`src/rtl/fifo_rr_arbiter_pkg.sv`:
```
// fifo_rr_arbiter_pkg: shared sizes and FSM encodings for the round-robin FIFO arbiter
package fifo_rr_arbiter_pkg;
  localparam int DATA_WIDTH_DEF = 10;
  localparam int NUM_PORTS = 4;
  localparam logic [1:0] ST_RESET = 2'd0;
  localparam logic [1:0] ST_IDLE = 2'd1;
  localparam logic [1:0] ST_ACTIVE = 2'd2;
  localparam logic [1:0] ST_ERROR = 2'd3;
endpackage

```
`src/rtl/fifo_rr_arbiter_if.sv`:
```
// fifo_rr_arbiter_if: input-FIFO, output-FIFO and status signals of the arbiter
interface fifo_rr_arbiter_if
  import fifo_rr_arbiter_pkg::*;
#(parameter int DATA_WIDTH = DATA_WIDTH_DEF) ();
  logic [NUM_PORTS-1:0] fifo_empty;
  logic [NUM_PORTS*DATA_WIDTH-1:0] fifo_data;
  logic out_almost_full;
  logic out_full;
  logic [NUM_PORTS-1:0] pop;
  logic push;
  logic [DATA_WIDTH-1:0] data_out;
  logic [1:0] grant_id;
  logic [1:0] state;
  logic idle;
  logic error;
  modport master (
    input fifo_empty, fifo_data, out_almost_full, out_full,
    output pop, push, data_out, grant_id, state, idle, error
  );
  modport slave (
    output fifo_empty, fifo_data, out_almost_full, out_full,
    input pop, push, data_out, grant_id, state, idle, error
  );
endinterface

```
`src/rtl/fifo_rr_arbiter_rr_priority_enc.sv`:
```
// rr_priority_enc: picks the first requester after last_grant, wrapping around
module rr_priority_enc
  import fifo_rr_arbiter_pkg::*;
(
  input  logic [NUM_PORTS-1:0] req,
  input  logic [1:0]           last_grant,
  output logic [NUM_PORTS-1:0] grant,
  output logic [1:0]           idx
);
  logic [1:0] p;
  logic hit;
  // scan ports last_grant+1 .. last_grant+4 (mod 4), first hit wins
  always_comb begin
    grant = '0;
    idx = '0;
    hit = 1'b0;
    p = '0;
    for (int k = 1; k <= NUM_PORTS; k++) begin
      p = last_grant + 2'(k);
      if (!hit && req[p]) begin
        grant[p] = 1'b1;
        idx = p;
        hit = 1'b1;
      end
    end
  end
endmodule

```
`src/rtl/fifo_rr_arbiter.sv`:
```
// fifo_rr_arbiter: round-robin drain of four input FIFOs into one output FIFO
module fifo_rr_arbiter
  import fifo_rr_arbiter_pkg::*;
#(parameter int DATA_WIDTH = DATA_WIDTH_DEF)
(
  input logic clk,
  input logic reset,
  fifo_rr_arbiter_if.master bus
);
  logic [1:0] state_q, state_d, last_grant, idx, grant_id_q;
  logic [NUM_PORTS-1:0] req, grant;
  logic [DATA_WIDTH-1:0] data_q;
  logic inflight, can_pop, push, overflow, error_q;
  assign req = ~bus.fifo_empty;
  rr_priority_enc u_enc (.req(req), .last_grant(last_grant), .grant(grant), .idx(idx));
  assign can_pop = reset && (state_q == ST_IDLE || state_q == ST_ACTIVE) && |req && !bus.out_almost_full;
  assign push = reset && inflight && state_q != ST_ERROR && !bus.out_full;
  assign overflow = reset && inflight && state_q != ST_RESET && state_q != ST_ERROR && bus.out_full;
  // next state: overflow dominates, ACTIVE falls back to IDLE once nothing is popped or in flight
  always_comb begin
    state_d = state_q == ST_RESET ? ST_IDLE :
              overflow ? ST_ERROR :
              state_q == ST_IDLE && can_pop ? ST_ACTIVE :
              state_q == ST_ACTIVE && !can_pop && !inflight ? ST_IDLE : state_q;
  end
  // state, round-robin pointer, one-deep in-flight word and sticky error
  always_ff @(posedge clk) begin
    if (!reset) begin
      state_q <= ST_RESET;
      last_grant <= 2'd3;
      inflight <= 1'b0;
      data_q <= '0;
      grant_id_q <= '0;
      error_q <= 1'b0;
    end else begin
      state_q <= state_d;
      inflight <= can_pop;
      if (can_pop) begin
        last_grant <= idx;
        grant_id_q <= idx;
        data_q <= bus.fifo_data[idx*DATA_WIDTH +: DATA_WIDTH];
      end
      if (overflow) error_q <= 1'b1;
    end
  end
  assign bus.pop = can_pop ? grant : '0;
  assign bus.push = push;
  assign bus.data_out = data_q;
  assign bus.grant_id = grant_id_q;
  assign bus.state = state_q;
  assign bus.idle = state_q == ST_IDLE;
  assign bus.error = error_q;
endmodule

```
`src/flat_wrapper.sv`:
```
// flat-port wrapper written by rule: the top's interface ports become plain ports
module fifo_rr_arbiter_flat import fifo_rr_arbiter_pkg::*;
#(parameter int DATA_WIDTH = DATA_WIDTH_DEF)
  (clk, reset, bus_fifo_empty, bus_fifo_data, bus_out_almost_full, bus_out_full, bus_pop, bus_push, bus_data_out, bus_grant_id, bus_state, bus_idle, bus_error);
  fifo_rr_arbiter_if #(.DATA_WIDTH(DATA_WIDTH)) bus_i ();
  input logic clk;
  input logic reset;
  input wire logic [$bits(bus_i.fifo_empty)-1:0] bus_fifo_empty;
  input wire logic [$bits(bus_i.fifo_data)-1:0] bus_fifo_data;
  input wire logic [$bits(bus_i.out_almost_full)-1:0] bus_out_almost_full;
  input wire logic [$bits(bus_i.out_full)-1:0] bus_out_full;
  output wire logic [$bits(bus_i.pop)-1:0] bus_pop;
  output wire logic [$bits(bus_i.push)-1:0] bus_push;
  output wire logic [$bits(bus_i.data_out)-1:0] bus_data_out;
  output wire logic [$bits(bus_i.grant_id)-1:0] bus_grant_id;
  output wire logic [$bits(bus_i.state)-1:0] bus_state;
  output wire logic [$bits(bus_i.idle)-1:0] bus_idle;
  output wire logic [$bits(bus_i.error)-1:0] bus_error;
  assign bus_i.fifo_empty = bus_fifo_empty;
  assign bus_i.fifo_data = bus_fifo_data;
  assign bus_i.out_almost_full = bus_out_almost_full;
  assign bus_i.out_full = bus_out_full;
  assign bus_pop = bus_i.pop;
  assign bus_push = bus_i.push;
  assign bus_data_out = bus_i.data_out;
  assign bus_grant_id = bus_i.grant_id;
  assign bus_state = bus_i.state;
  assign bus_idle = bus_i.idle;
  assign bus_error = bus_i.error;
  fifo_rr_arbiter #(.DATA_WIDTH(DATA_WIDTH)) u_core (.clk(clk), .reset(reset), .bus(bus_i));
endmodule
```
`config.mk`:
```
export PLATFORM = sky130hd
export DESIGN_NAME = fifo_rr_arbiter_flat
export DESIGN_NICKNAME = d
export VERILOG_FILES = /design/src/rtl/fifo_rr_arbiter_pkg.sv /design/src/rtl/fifo_rr_arbiter_if.sv /design/src/rtl/fifo_rr_arbiter_rr_priority_enc.sv /design/src/rtl/fifo_rr_arbiter.sv /design/src/flat_wrapper.sv
export SDC_FILE = /design/constraint.sdc
export NUM_CORES = 1
export LEC_CHECK = 0
export ABC_CLOCK_PERIOD_IN_PS = 7300
export BUFFER_PORTS_ARGS = -buffer_cell sky130_fd_sc_hd__buf_2
export CAP_MARGIN = 20
export CORE_ASPECT_RATIO = 0.7
export CORE_UTILIZATION = 40
export CTS_BUF_LIST = sky130_fd_sc_hd__clkbuf_16
export DETAILED_ROUTE_END_ITERATION = 6
export SLEW_MARGIN = 20
export SYNTH_ARGS = -nofsm -noshare
export SYNTH_HDL_FRONTEND = slang
export SYNTH_SLANG_ARGS = --single-unit
```
`constraint.sdc`:
```
create_clock -name clk -period 7.3 [get_ports clk]
set_input_delay 0.365 -clock clk [delete_from_list [all_inputs] [get_ports clk]]
set_output_delay 0.365 -clock clk [all_outputs]
set_load 0.005 [all_outputs]
```
# After elaboration in Yosys (flattened, before gate mapping)
# Index checks and enable logic that the tools add are counted.
# word_totals
output_inout_bits	21
wordCells	93
input_bits	48
reg_bits	18
# op_classes
addsub	3
order_cmp	8
n_bitwise	5
mul	1
shift	1
reduce_logical	33
eq_ne	3
muxes	32
# ops
cell	n
variable part select 40 x 7 -> 10 bit	1
two-way mux 4 bit	5
logical AND 1 bit	19
two-way mux 2 bit	7
< comparator 2 x 3 -> 1 bit (second input constant)	4
two-way mux 1 bit	12
bitwise OR 4 bit	3
binary-select mux 1 bit (select 2 bit)	4
demux 1 bit (select 2 bit)	4
>= comparator 2 x 1 -> 1 bit (second input constant)	4
zero test 1 bit	7
multiplier 2 x 3 -> 5 bit (second input constant)	1
adder 2 bit (second input constant)	2
NOT 4 bit	1
nonzero test 4 bit	1
OR reduction 4 bit	1
nonzero test 3 bit	1
adder 2 x 1 -> 2 bit (second input constant)	1
== test 2 x 1 -> 1 bit (second input constant)	1
== test 2 bit (second input constant)	1
zero test 2 bit	1
!= test 2 bit (second input constant)	1
nonzero test 2 bit	1
OR reduction 2 bit	1
other kinds (2)	2

# Depth between registers and ports, before layout
# Gate-level depths: netlist of the first run.
# logic_depth
ltp_word	15
mapped_depth	12
mapped_depth_nobuf	8

# By module
# Synthesis of the first run repeated with hierarchy kept, for this count alone.
# unflattened
cells_unflattened	167
hier_area_um2	1541.5
# modules_own_cells
module	area_each_um2	cells_per_inst	seq_area_each_um2	n_inst
fifo_rr_arbiter	1051.0	108	360.3	1
rr_priority_enc	490.5	59	0.0	1

# Least setup slack after synthesis of the first run
# No wires, ideal clock.
# synth_path
path_kind	flip-flop to flip-flop
from	reg u_core.last_grant[0]
to	reg u_core.data_q[7] (netlist: u_core.bus.data_out[7])
path_stages_with_launch	13
arrival_ns	2.627
period_less_slack_ns	2.746
t_required_ns	7.181
path_slack_ns	4.554
setup_time_ns	0.119
n_path_buf	4
cell_sequence	dfxtp_1 buf_6 inv_1 clkbuf_1 ha_1 buf_2 mux4_2 nand2_1 a21oi_1 o22a_1 clkbuf_1 nand2b_1 o221a_1
# synth_between
elab_chain_len	15
elab_cells_between_ends	26
cone_classes	3 x add/sub; 1 x mul; 1 x shift; 15 x mux; 6 x reduce/logical
# synth_lines
element	line_no	text
from (decl)	fifo_rr_arbiter.sv:10	logic [1:0] state_q, state_d, last_grant, idx, grant_id_q;
from (signal assigned)	fifo_rr_arbiter.sv:39	last_grant <= idx;
adder 2 x 1 -> 2 bit	fifo_rr_arbiter_rr_priority_enc.sv:19	p = last_grant + 2'(k);
binary-select mux 1 bit (select 2 bit)	fifo_rr_arbiter_rr_priority_enc.sv:20	if (!hit && req[p]) begin
two-way mux 1 bit (not written as such)	fifo_rr_arbiter_rr_priority_enc.sv:20	
two-way mux 1 bit	fifo_rr_arbiter_rr_priority_enc.sv:20	
zero test 1 bit	fifo_rr_arbiter_rr_priority_enc.sv:20	
logical AND 1 bit	fifo_rr_arbiter_rr_priority_enc.sv:20	
two-way mux 1 bit	fifo_rr_arbiter_rr_priority_enc.sv:20	
zero test 1 bit	fifo_rr_arbiter_rr_priority_enc.sv:20	
logical AND 1 bit	fifo_rr_arbiter_rr_priority_enc.sv:20	
two-way mux 1 bit	fifo_rr_arbiter_rr_priority_enc.sv:20	
zero test 1 bit	fifo_rr_arbiter_rr_priority_enc.sv:20	
logical AND 1 bit	fifo_rr_arbiter_rr_priority_enc.sv:20	
two-way mux 2 bit (*)	fifo_rr_arbiter_rr_priority_enc.sv:20	
multiplier 2 x 3 -> 5 bit (*)	fifo_rr_arbiter.sv:41	data_q <= bus.fifo_data[idx*DATA_WIDTH +: DATA_WIDTH];
variable part select 40 x 7 -> 10 bit (*)	fifo_rr_arbiter.sv:41	
to (signal assigned)	fifo_rr_arbiter.sv:41	
to (decl)	fifo_rr_arbiter.sv:12	logic [DATA_WIDTH-1:0] data_q;
# Mark *: on every way between the ends. The rest lies on a longest branch, timed or not. The select of a mux whose other input is x is not followed.
# A chain may end at the register's enable or synchronous reset.

# Worst setup path after layout of the first run
# layout_path
from	reg u_core.last_grant[1]
to	reg u_core.data_q[7] (netlist: u_core.bus.data_out[7])
# Same word-level chain as after synthesis.

==> results_dict.tcl, run 1 <==
set metrics [dict create \
    cts_buffers 3 \
    fp.dieW_um 91.3 \
    syn-cell-area_mm2 0.00223 \
    wl_mm 6.69 \
    run_status "finished, final reports clean" \
    min_period_ns 3.48 \
    irDropWorstVdd_mv 0.101 \
    drt_iter0_markers 149 \
    multi_input_area_mm2 0.00170 \
    yosys.area_share.simple 0.131 \
    post-route-period-util 0.477 \
    finClkSkew_ns 0.00374 \
    core_mm2 0.00531 \
    dieArea_mm2 0.00589 \
    relSlewSlack 0.457 \
    setup_viol 0 \
    drv_cap 0 \
    yosysWarningCount 0 \
    initial_core_util 0.420 \
    hpwl_mm 4.54 \
    synthCells 262 \
    rr_endpoint "u_core.bus.data_out[7]" \
    worst_pin_slew_ns 0.814 \
    hold_class "flop to flop" \
    yosys.area_share.adder 0.0672 \
    clockRootBuffer "clkbuf_16" \
    synth_edf_count 0 \
    synth_mux_area_frac 0.198 \
    holdPathStages 1 \
    synth_top_area_share 0.161 \
    fin_setup_tns_ns 0 \
    port_buffers 68 \
    cts_sinks 18 \
    fillers 537 \
    start_kind "flop" \
    clkTransAtPathRegs_ns 0.06 \
    crit_required_ns 7.44 \
    finalNonFillerCells 378 \
    synth_compound_area_frac 0.361 \
    antennaDiodeCount 0 \
    firstDrtPassIters 4 \
    min-delay-start "u_core.bus.error" \
    route.detailed.drc 0 \
    route.vias.total 2350 \
    synth_area_leaders "dfxtp_1 (16%), mux2i_1 (15%), o221ai_1 (11%), ha_1 (6.7%), buf_2 (4.3%)" \
    ys_ff_latch 18 \
    gp_congestion 0.793 \
    setup_ws_ns 3.82 \
    htreeDepth 1 \
    worstSkewPairLatency_ns 0.25 \
    reg2reg_from "u_core.last_grant[1]" \
    synth.avg_cell_area_um2 8.52 \
    fin_nets 367 \
    cts_setup_buffers 0 \
    synth_xor_area_frac 0 \
    most-common-layout-cells "buf_2 (68), mux2i_1 (33), o221ai_1 (29), dfxtp_1 (17), nand2_1 (14)" \
    cts_resized 0 \
    pre_cts_ws_ns 3.88 \
    leakage_nw 1.25 \
    crit_arrival_ns 3.62 \
    power_density_mw_per_mm2 153 \
    syn_nets 322 \
    reg2reg_slack_ns 3.82 \
    placedCellCount 374 \
    maxSlewViolCount 0 \
    synthFlopType "dfxtp_1" \
    cts_tree "done" \
    grt_start_max_net_pins 67 \
    clockBufferDepth 2 \
    pin_count 69 \
    syn_to_final_growth_pct 17.3 \
    synth_top_family_by_area "compound AO/OA/AOI/OAI gates" \
    min_to "u_core.bus.error" \
    die_h_um 64.5 \
    ant_nets 0 \
    rows 22 \
    grt_pass1_vias 2187 \
    worst-setup-path-type "flop to flop" \
    end_kind "flop" \
    max_clock_freq_ghz 0.287 \
    synth_area_leader_cell "dfxtp_1" \
    hold_viol 0 \
    grtUsageTotal 0.232 \
    ys_seq_area_frac 0.161 \
    regArea_um2 362 \
    grt_pass1_wl_mm 11.1 \
    grt_setup_unrepaired "no" \
    async_reset_ff_frac 0 \
    power_mw 0.401 \
    mostFrequentLayoutCell "buf_2" \
    reg2reg_depth 8 \
    wire_per_inst_um 17.7 \
    ys_types 43 \
    grt-ovfl-total 0 \
    antenna_found_initial 0 \
    drive_gt1_frac 0.275 \
    via_per_inst 6.22 \
    cts_hold_buffers 0 \
    crit_fanout 14 \
]
==> area by class of cell <==
class	instances	area share
Tap cell	72	0.0344
Clock inverter	1	0.00143
Inverter	7	0.0100
Sequential cell	18	0.138
Timing Repair Buffer	71	0.139
Clock buffer	3	0.0287
Multi-Input combinational cell	206	0.649
==> Yosys cell counts (3+ instances only) <==
cell type / instances
a21oi_1: 3
nand4b_1: 10
nand2_1: 14
o21ai_1: 12
o221ai_1: 29
mux4_2: 4
dfxtp_1: 18
clkbuf_1: 9
mux2i_1: 33
buf_2: 19
o21a_1: 5
o22ai_1: 11
ha_1: 12
nor2_1: 13
nor3b_1: 3
a2bb2oi_1: 10
inv_1: 7
o211a_1: 9
a22oi_1: 10
o21ai_0: 5
==> flip-flops by register name (all words and copies together) (netlist names) <==
| signal | count |
|---|---|
| u_core.bus.error | 1 |
| u_core.bus.grant_id | 2 |
| u_core.bus.data_out | 10 |
| u_core.bus.state | 2 |
| u_core.inflight | 1 |
| u_core.last_grant | 2 |
==> per-stage QoR <==
| step | area [um2] | util | hold WS (ns) |
|---|---|---|---|
| 6_report | 2620 | 0.493 | 0.469 |
| 2_1_floorplan | 2230 | - | 0.460 |
| 5_1_grt | 2620 | 0.493 | 0.502 |
| 4_1_cts | 2620 | 0.493 | 0.474 |
| 3_3_place_gp | 2540 | 0.478 | 0.447 |
| 3_5_place_dp | 2540 | 0.478 | 0.457 |
==> worst max-delay path: stages (launching register included) <==
cell,delay (ns)
dfxtp_1,0.68
inv_1,0.22
ha_1,0.54
inv_1,0.14
o311ai_2,0.28
buf_4,0.29
o22a_1,0.41
nand2_1,0.39
o221a_1,0.40
==> kinds of logic (layout without fill, tap and decap cells) <==
| group | after synthesis | count (layout) |
|---|---|---|
| AOI/OAI and AO/OA | 104 | 104 |
| and+or+nand+nor | 51 | 51 |
| muxes | 39 | 39 |
| buffers and inverters | 38 | 82 |
| DFF | 18 | 18 |
| adders and majority gates | 12 | 12 |
==> worst max path at each step <==
stage / from / slack [ns] / end / depth (start not counted)
2_1_floorplan: u_core.last_grant[0] / 4.55 / u_core.bus.data_out[7] / 12
3_3_place_gp: u_core.last_grant[1] / 3.94 / u_core.bus.data_out[7] / 9
3_5_place_dp: u_core.last_grant[1] / 3.88 / u_core.bus.data_out[7] / 8
4_1_cts: u_core.last_grant[1] / 3.86 / u_core.bus.data_out[7] / 8
5_1_grt: u_core.last_grant[1] / 3.60 / u_core.bus.data_out[7] / 9
6_report: u_core.last_grant[1] / 3.82 / u_core.bus.data_out[7] / 8
==> power breakdown <==
part	switching (mW)	internal (mW)	leakage (nW)	total [mW]
Sequential	0.00676	0.106	0.147	0.113
Clock	0.0401	0.0729	0.0385	0.113
Combinational	0.0975	0.0772	1.06	0.175
==> per-layer routing <==
| metal | up-vias | global-route usage | wire (um) | part of all wire |
|---|---|---|---|---|
| met5 | - | 0 | 0 | 0 |
| met4 | 0 | 0.0397 | 32 | 0.0048 |
| met3 | 4 | 0.0505 | 549 | 0.082 |
| met2 | 90 | 0.364 | 2850 | 0.43 |
| met1 | 1119 | 0.330 | 3260 | 0.49 |
| li1 | 1137 | - | - | - |
(Power assumes the default switching activity.)
==> run 2, diff against run 1 <==
--- a/config.mk
+++ b/config.mk
@@ -5,13 +5,15 @@
 export SDC_FILE = /design/constraint.sdc
 export NUM_CORES = 1
 export LEC_CHECK = 0
-export ABC_CLOCK_PERIOD_IN_PS = 7300
+export ABC_AREA = 1
+export ABC_CLOCK_PERIOD_IN_PS = 3250
 export BUFFER_PORTS_ARGS = -buffer_cell sky130_fd_sc_hd__buf_2
 export CAP_MARGIN = 20
 export CORE_ASPECT_RATIO = 0.7
 export CORE_UTILIZATION = 40
 export CTS_BUF_LIST = sky130_fd_sc_hd__clkbuf_16
 export DETAILED_ROUTE_END_ITERATION = 6
+export PLACE_DENSITY = 0.69
 export SLEW_MARGIN = 20
 export SYNTH_ARGS = -nofsm -noshare
 export SYNTH_HDL_FRONTEND = slang
==> constraint.sdc (replaced) <==
create_clock -name clk -period 3.25 [get_ports clk]
set_input_delay 0.1625 -clock clk [delete_from_list [all_inputs] [get_ports clk]]
set_output_delay 0.1625 -clock clk [all_outputs]
set_load 0.005 [all_outputs]
==> run 2 against run 1 <==
Die area fell by 30%. Register-to-register slack worse by 3.0 ns. Clock power is 120% higher. Flip-flop and latch count is the same. Non-clock buffer count up 2. Utilization grew 5.7 points. Critical endpoint is now bus_pop[0]. Largest power group unchanged.
==> results_dict.tcl, run 2 <==
set metrics [dict create \
    finClkSkew_ns 0.00218 \
    synth_area_leaders "nand3_1 (23%), dfxtp_1 (23%), nand2_1 (18%), ha_1 (9.6%), inv_1 (3.4%)" \
    grt_pass1_vias 1500 \
    grt_start_max_net_pins 22 \
    holdWs_ns 0.224 \
    synthFlopType "dfxtp_1" \
    start_kind "flop" \
    cts_tree "done" \
    maxSlewViolCount 0 \
    leakage_nw 1.06 \
    setup_ws_ns 0.646 \
    cts_resized 0 \
    syn_nets 301 \
    route.detailed.drc 0 \
    firstDrtPassIters 4 \
    ant_nets 0 \
    rr_endpoint "u_core.bus.data_out[4]" \
    die_h_um 54.2 \
    post-route-period-util 0.801 \
    startpoint "u_core.bus.state[0]" \
    route.vias.total 1830 \
    syn-cell-area_mm2 0.00156 \
    via_per_inst 5.14 \
    placed_area_mm2 0.00192 \
    synthCells 241 \
    synth.avg_cell_area_um2 6.46 \
    grt_setup_unrepaired "no" \
    hold_viol 0 \
    drt_iter0_markers 86 \
    drv_cap 0 \
    reg2reg_slack_ns 0.81 \
    max_clock_freq_ghz 0.384 \
    ys_types 28 \
    fin_nets 367 \
    gp_congestion 0.878 \
    htreeDepth 1 \
    dieArea_mm2 0.00415 \
    relSlewSlack 0.649 \
    largest_reg_flops 10 \
    pin_count 69 \
    initial_core_util 0.430 \
    synthTopCellsByCount "nand2_1 (73), nand3_1 (73), dfxtp_1 (18)" \
    crit_fanout 19 \
    end_kind "primary output" \
    clkTransAtPathRegs_ns 0.05 \
    critPathCapture "bus_pop[0]" \
    power_mw 0.777 \
    fp.dieW_um 76.6 \
    antenna_found_initial 0 \
    worst_pin_slew_ns 0.523 \
    irDropWorstVdd_mv 0.248 \
    cts_buffers 3 \
    grtUsageTotal 0.209 \
    pre_cts_ws_ns 0.844 \
    cts_sinks 18 \
    async_reset_ff_frac 0 \
    grt_pass1_wl_mm 6.80 \
    antennaDiodeCount 0 \
    most-common-layout-cells "nand2_1 (73), nand3_1 (73), buf_2 (68), dfxtp_1 (18), inv_1 (14)" \
    yosysWarningCount 0 \
    clockBufferDepth 2 \
    grt-ovfl-total 0 \
    cts_hold_buffers 0 \
    ys_ff_latch 18 \
    hold_class "input pin to flop" \
    crit_required_ns 3.09 \
    crit_arrival_ns 2.44 \
    min_period_ns 2.60 \
    rows 18 \
    reg2reg_from "u_core.last_grant[1]" \
    synth_top_area_share 0.235 \
    port_buffers 68 \
    reg2reg_depth 15 \
    power_density_mw_per_mm2 390 \
    synth_area_leader_cell "nand3_1" \
    syn_to_final_growth_pct 28.1 \
    run_status "finished, final reports clean" \
    wl_mm 4.25 \
    cts_setup_buffers 0 \
    core_mm2 0.00363 \
    ys_seq_area_frac 0.231 \
    final_cell_area_mm2 0.00200 \
    setup_viol 0 \
    worstSkewPairLatency_ns 0.25 \
    synth_edf_count 0 \
    worst-setup-path-type "flop to primary output" \
    wire_per_inst_um 11.9 \
    drive_gt1_frac 0.297 \
    hpwl_mm 3.27 \
    clockRootBuffer "clkbuf_16" \
    fin_setup_tns_ns 0 \
]
[run 2: changes by cell type in the layout (fill, tap and decap cells not counted), sizes merged, moves of 5 or more]
cell,change
o22ai,-11
mux2i,-33
nor2,-9
o211a,-9
o21ai,-14
nand2,+64
a2bb2oi,-10
nand4b,-10
inv,+9
nand3,+77
o221ai,-30
o21a,-5
a22oi,-10
[run 2: layout make-up]
type	instances	area, um2
Clock buffer	3	75.1
Clock inverter	1	3.75
Fill cell	376	1630
Inverter	17	68.8
Multi-Input combinational cell	194	1050
Sequential cell	18	360
Tap cell	50	62.6
Timing Repair Buffer	73	378
[run 2: stage by stage]
| stage | instances | util |
|---|---|---|
| 2_1_floorplan | 241 | - |
| 3_3_place_gp | 352 | 0.529 |
| 3_5_place_dp | 352 | 0.529 |
| 4_1_cts | 356 | 0.550 |
| 5_1_grt | 356 | 0.550 |
| 6_report | 356 | 0.550 |
[run 2: routing by layer]
| layer | up-vias | track usage | share of wire |
|---|---|---|---|
| li1 | 946 | - | - |
| met1 | 806 | 0.297 | 0.51 |
| met2 | 76 | 0.330 | 0.42 |
| met3 | 2 | 0.0433 | 0.070 |
| met4 | 0 | 0.0385 | 0.0016 |
| met5 | - | 0 | 0 |
[run 2: worst max-delay path, cell delays in order (launching register included)]
cell and delay (ns):
dfxtp_1 0.40, inv_1 0.08, ha_1 0.27, nand2_1 0.04, nor2_1 0.09, and2_1 0.13, buf_4 0.21, clkinv_1 0.47
a41oi_1 0.34, buf_2 0.15
[run 2: logic make-up (layout without fill, tap and decap cells)]
group	count (synthesis)	after routing	synth area share
compound gates	14	14	0.0626
fa+ha+maj	12	12	0.0964
buf+inv	29	94	0.0964
flops	18	18	0.231
simple gates	168	168	0.513
[run 2: how the worst min path moves through the flow]
stage,start,end,slack (ns),depth (start not counted)
4_1_cts,bus_fifo_data[19],u_core.bus.data_out[9],0.23,5
5_1_grt,bus_fifo_data[13],u_core.bus.data_out[3],0.26,5
2_1_floorplan,reset,u_core.bus.data_out[0],0.30,2
6_report,bus_fifo_data[19],u_core.bus.data_out[9],0.22,5
3_3_place_gp,u_core.bus.error,u_core.bus.error,0.44,2
3_5_place_dp,u_core.bus.error,u_core.bus.error,0.44,2
[run 2: power by group]
| group | switching (mW) | total [mW] | internal (mW) |
|---|---|---|---|
| combinational | 0.177 | 0.284 | 0.108 |
| clock | 0.0811 | 0.245 | 0.163 |
| sequential | 0.0109 | 0.249 | 0.238 |
==> run 3, diff against run 2 <==
--- a/config.mk
+++ b/config.mk
@@ -6,14 +6,14 @@
 export NUM_CORES = 1
 export LEC_CHECK = 0
 export ABC_AREA = 1
-export ABC_CLOCK_PERIOD_IN_PS = 3250
+export ABC_CLOCK_PERIOD_IN_PS = 2200
 export BUFFER_PORTS_ARGS = -buffer_cell sky130_fd_sc_hd__buf_2
 export CAP_MARGIN = 20
 export CORE_ASPECT_RATIO = 0.7
 export CORE_UTILIZATION = 40
 export CTS_BUF_LIST = sky130_fd_sc_hd__clkbuf_16
 export DETAILED_ROUTE_END_ITERATION = 6
-export PLACE_DENSITY = 0.69
+export PLACE_DENSITY = 0.72
 export SLEW_MARGIN = 20
 export SYNTH_ARGS = -nofsm -noshare
 export SYNTH_HDL_FRONTEND = slang
==> constraint.sdc (replaced) <==
create_clock -name clk -period 2.2 [get_ports clk]
set_input_delay 0.11 -clock clk [delete_from_list [all_inputs] [get_ports clk]]
set_output_delay 0.11 -clock clk [all_outputs]
set_load 0.005 [all_outputs]
==> run 3 against run 2 <==
First-iteration DRC count grew 3.5%. Final cell count grew 1.1%. Sequential power increased by 47%. Sequential share of layout area down 0.47 points. Critical endpoint is now bus_pop[2]. Non-clock buffer count up 4. Via count fell by 0.27%. Critical path depth grew 1. Clock power increased by 48%. Register-to-register slack worse by 0.59 ns. Combinational power up 57%. Clock skew down 0.0012 ns. Hold slack worse by 0.047 ns.
==> results_dict.tcl, run 3 (synthesis gave the netlist of run 2 again) <==
set metrics [dict create \
    run_status "finished, final reports clean" \
    setup_viol 0 \
    relSlewSlack 0.752 \
    wire_per_inst_um 12.7 \
    crit_path_max_incr_delay_ns 0.32 \
    leakage_nw 1.07 \
    ant_nets 0 \
    grt_pass1_vias 1545 \
    fp.dieW_um 76.6 \
    worstPathCellList "inv_1, ha_4, inv_1, nand3_2, nand2_4, nor2_4, and3_4, nand2_1, a41oi_1, buf_2" \
    core_mm2 0.00363 \
    firstDrtPassIters 4 \
    worst_path_most_repeated_cell "inv_1" \
    grt-ovfl-total 0 \
    worstSkewPairLatency_ns 0.24 \
    clockRootBuffer "clkbuf_16" \
    grt_setup_unrepaired "no" \
    worst-path-buf-inv 3 \
    most-common-layout-cells "nand3_1 (73), nand2_1 (72), buf_2 (68), dfxtp_1 (17), inv_1 (13)" \
    cts_setup_buffers 0 \
    fin_nets 371 \
    worst_pin_slew_ns 0.371 \
    cts_sinks 18 \
    pin_count 69 \
    grt_start_max_net_pins 22 \
    power_density_mw_per_mm2 572 \
    hold_class "input pin to flop" \
    mostFrequentLayoutCell "nand3_1" \
    start_kind "flop" \
    cts_tree "done" \
    clockBufferDepth 2 \
    route.vias.total 1825 \
    post-route-period-util 0.940 \
    drive_gt1_frac 0.326 \
    clkTransAtPathRegs_ns 0.05 \
    hpwl_mm 3.39 \
    cts_hold_buffers 0 \
    die_h_um 54.2 \
    initial_core_util 0.430 \
    htreeDepth 1 \
    irDropWorstVdd_mv 0.335 \
    end_kind "primary output" \
    finalCoreUtilization 0.567 \
    crit_fanout 5 \
    dieArea_mm2 0.00415 \
    worst-setup-path-type "flop to primary output" \
    grt_pass1_wl_mm 7.18 \
    finClkSkew_ns 0.000950 \
    syn_to_final_growth_pct 32.0 \
    critPathSlowestCell "dfxtp_1" \
    fin_setup_tns_ns 0 \
    crit_required_ns 2.09 \
    port_buffers 68 \
    drv_cap 0 \
    power_mw 1.18 \
    drt_iter0_markers 89 \
    rows 18 \
    finalNonFillerCells 360 \
    crit_family "simple AND/OR/NAND/NOR gates" \
    gp_congestion 0.834 \
    antennaDiodeCount 0 \
    via_per_inst 5.07 \
    crit_arrival_ns 1.96 \
    cts_buffers 3 \
    grtUsageTotal 0.223 \
    route.detailed.drc 0 \
    max_clock_freq_ghz 0.483 \
    min_period_ns 2.07 \
    antenna_found_initial 0 \
    placedCellCount 356 \
    maxSlewViolCount 0 \
    hold_viol 0 \
    wl_mm 4.56 \
    largest_reg_flops 10 \
]
-- run 3: final cells by class --
cell class	instances	area [um2]
tap	50	62.6
multi-input combinational	194	1070
timing repair buffer	77	408
sequential	18	362
inverter	17	72.6
clock buffer	3	75.1
clock inverter	1	3.75
fill	377	1570
-- run 3: routing by layer --
metal  wire length [um]  vias to the layer above  GRT usage
li1                   -                      957          -
met1               2300                      788      0.314
met2               1870                       78      0.357
met3                375                        2     0.0517
met4                 10                        0     0.0321
met5                  0                        -          0
-- run 3: final timing paths --
kind / start / to / slack (ns) / depth (start not counted)
min: bus_fifo_data[19] / u_core.bus.data_out[9] / 0.18 / 5
max: u_core.last_grant[1] / bus_pop[2] / 0.13 / 10
max reg2reg: u_core.last_grant[0] / u_core.bus.data_out[8] / 0.22 / 12
min reg2reg: u_core.bus.error / u_core.bus.error / 0.44 / 2
-- run 3: repair_timing --
item                       4_1_cts  5_1_grt
setup endpoints to repair        4        5
pin swaps                        0        1
gates resized for setup          2        6
-- run 3: through the flow --
step                setup WS (ns)  hold slack [ns]  area [um2]
finish                      0.131            0.177        2060
global route               0.0150            0.200        2060
global placement            0.153            0.426        1950
CTS                        0.0300            0.176        2040
detailed placement          0.103            0.429        1950
floorplan                   0.148            0.251        1560
-- run 3: power by group --
group	switching [mW]	internal [mW]	leakage [nW]
sequential	0.0158	0.351	0.146
clock	0.121	0.241	0.0385
combinational	0.274	0.173	0.888
total	0.411	0.765	1.07
-- run 3: worst min-delay path: stages --
cell     delay [ns]
buf_2          0.07
nand2_1        0.04
nand3_1        0.06
nand3_1        0.06
nand2_1        0.05
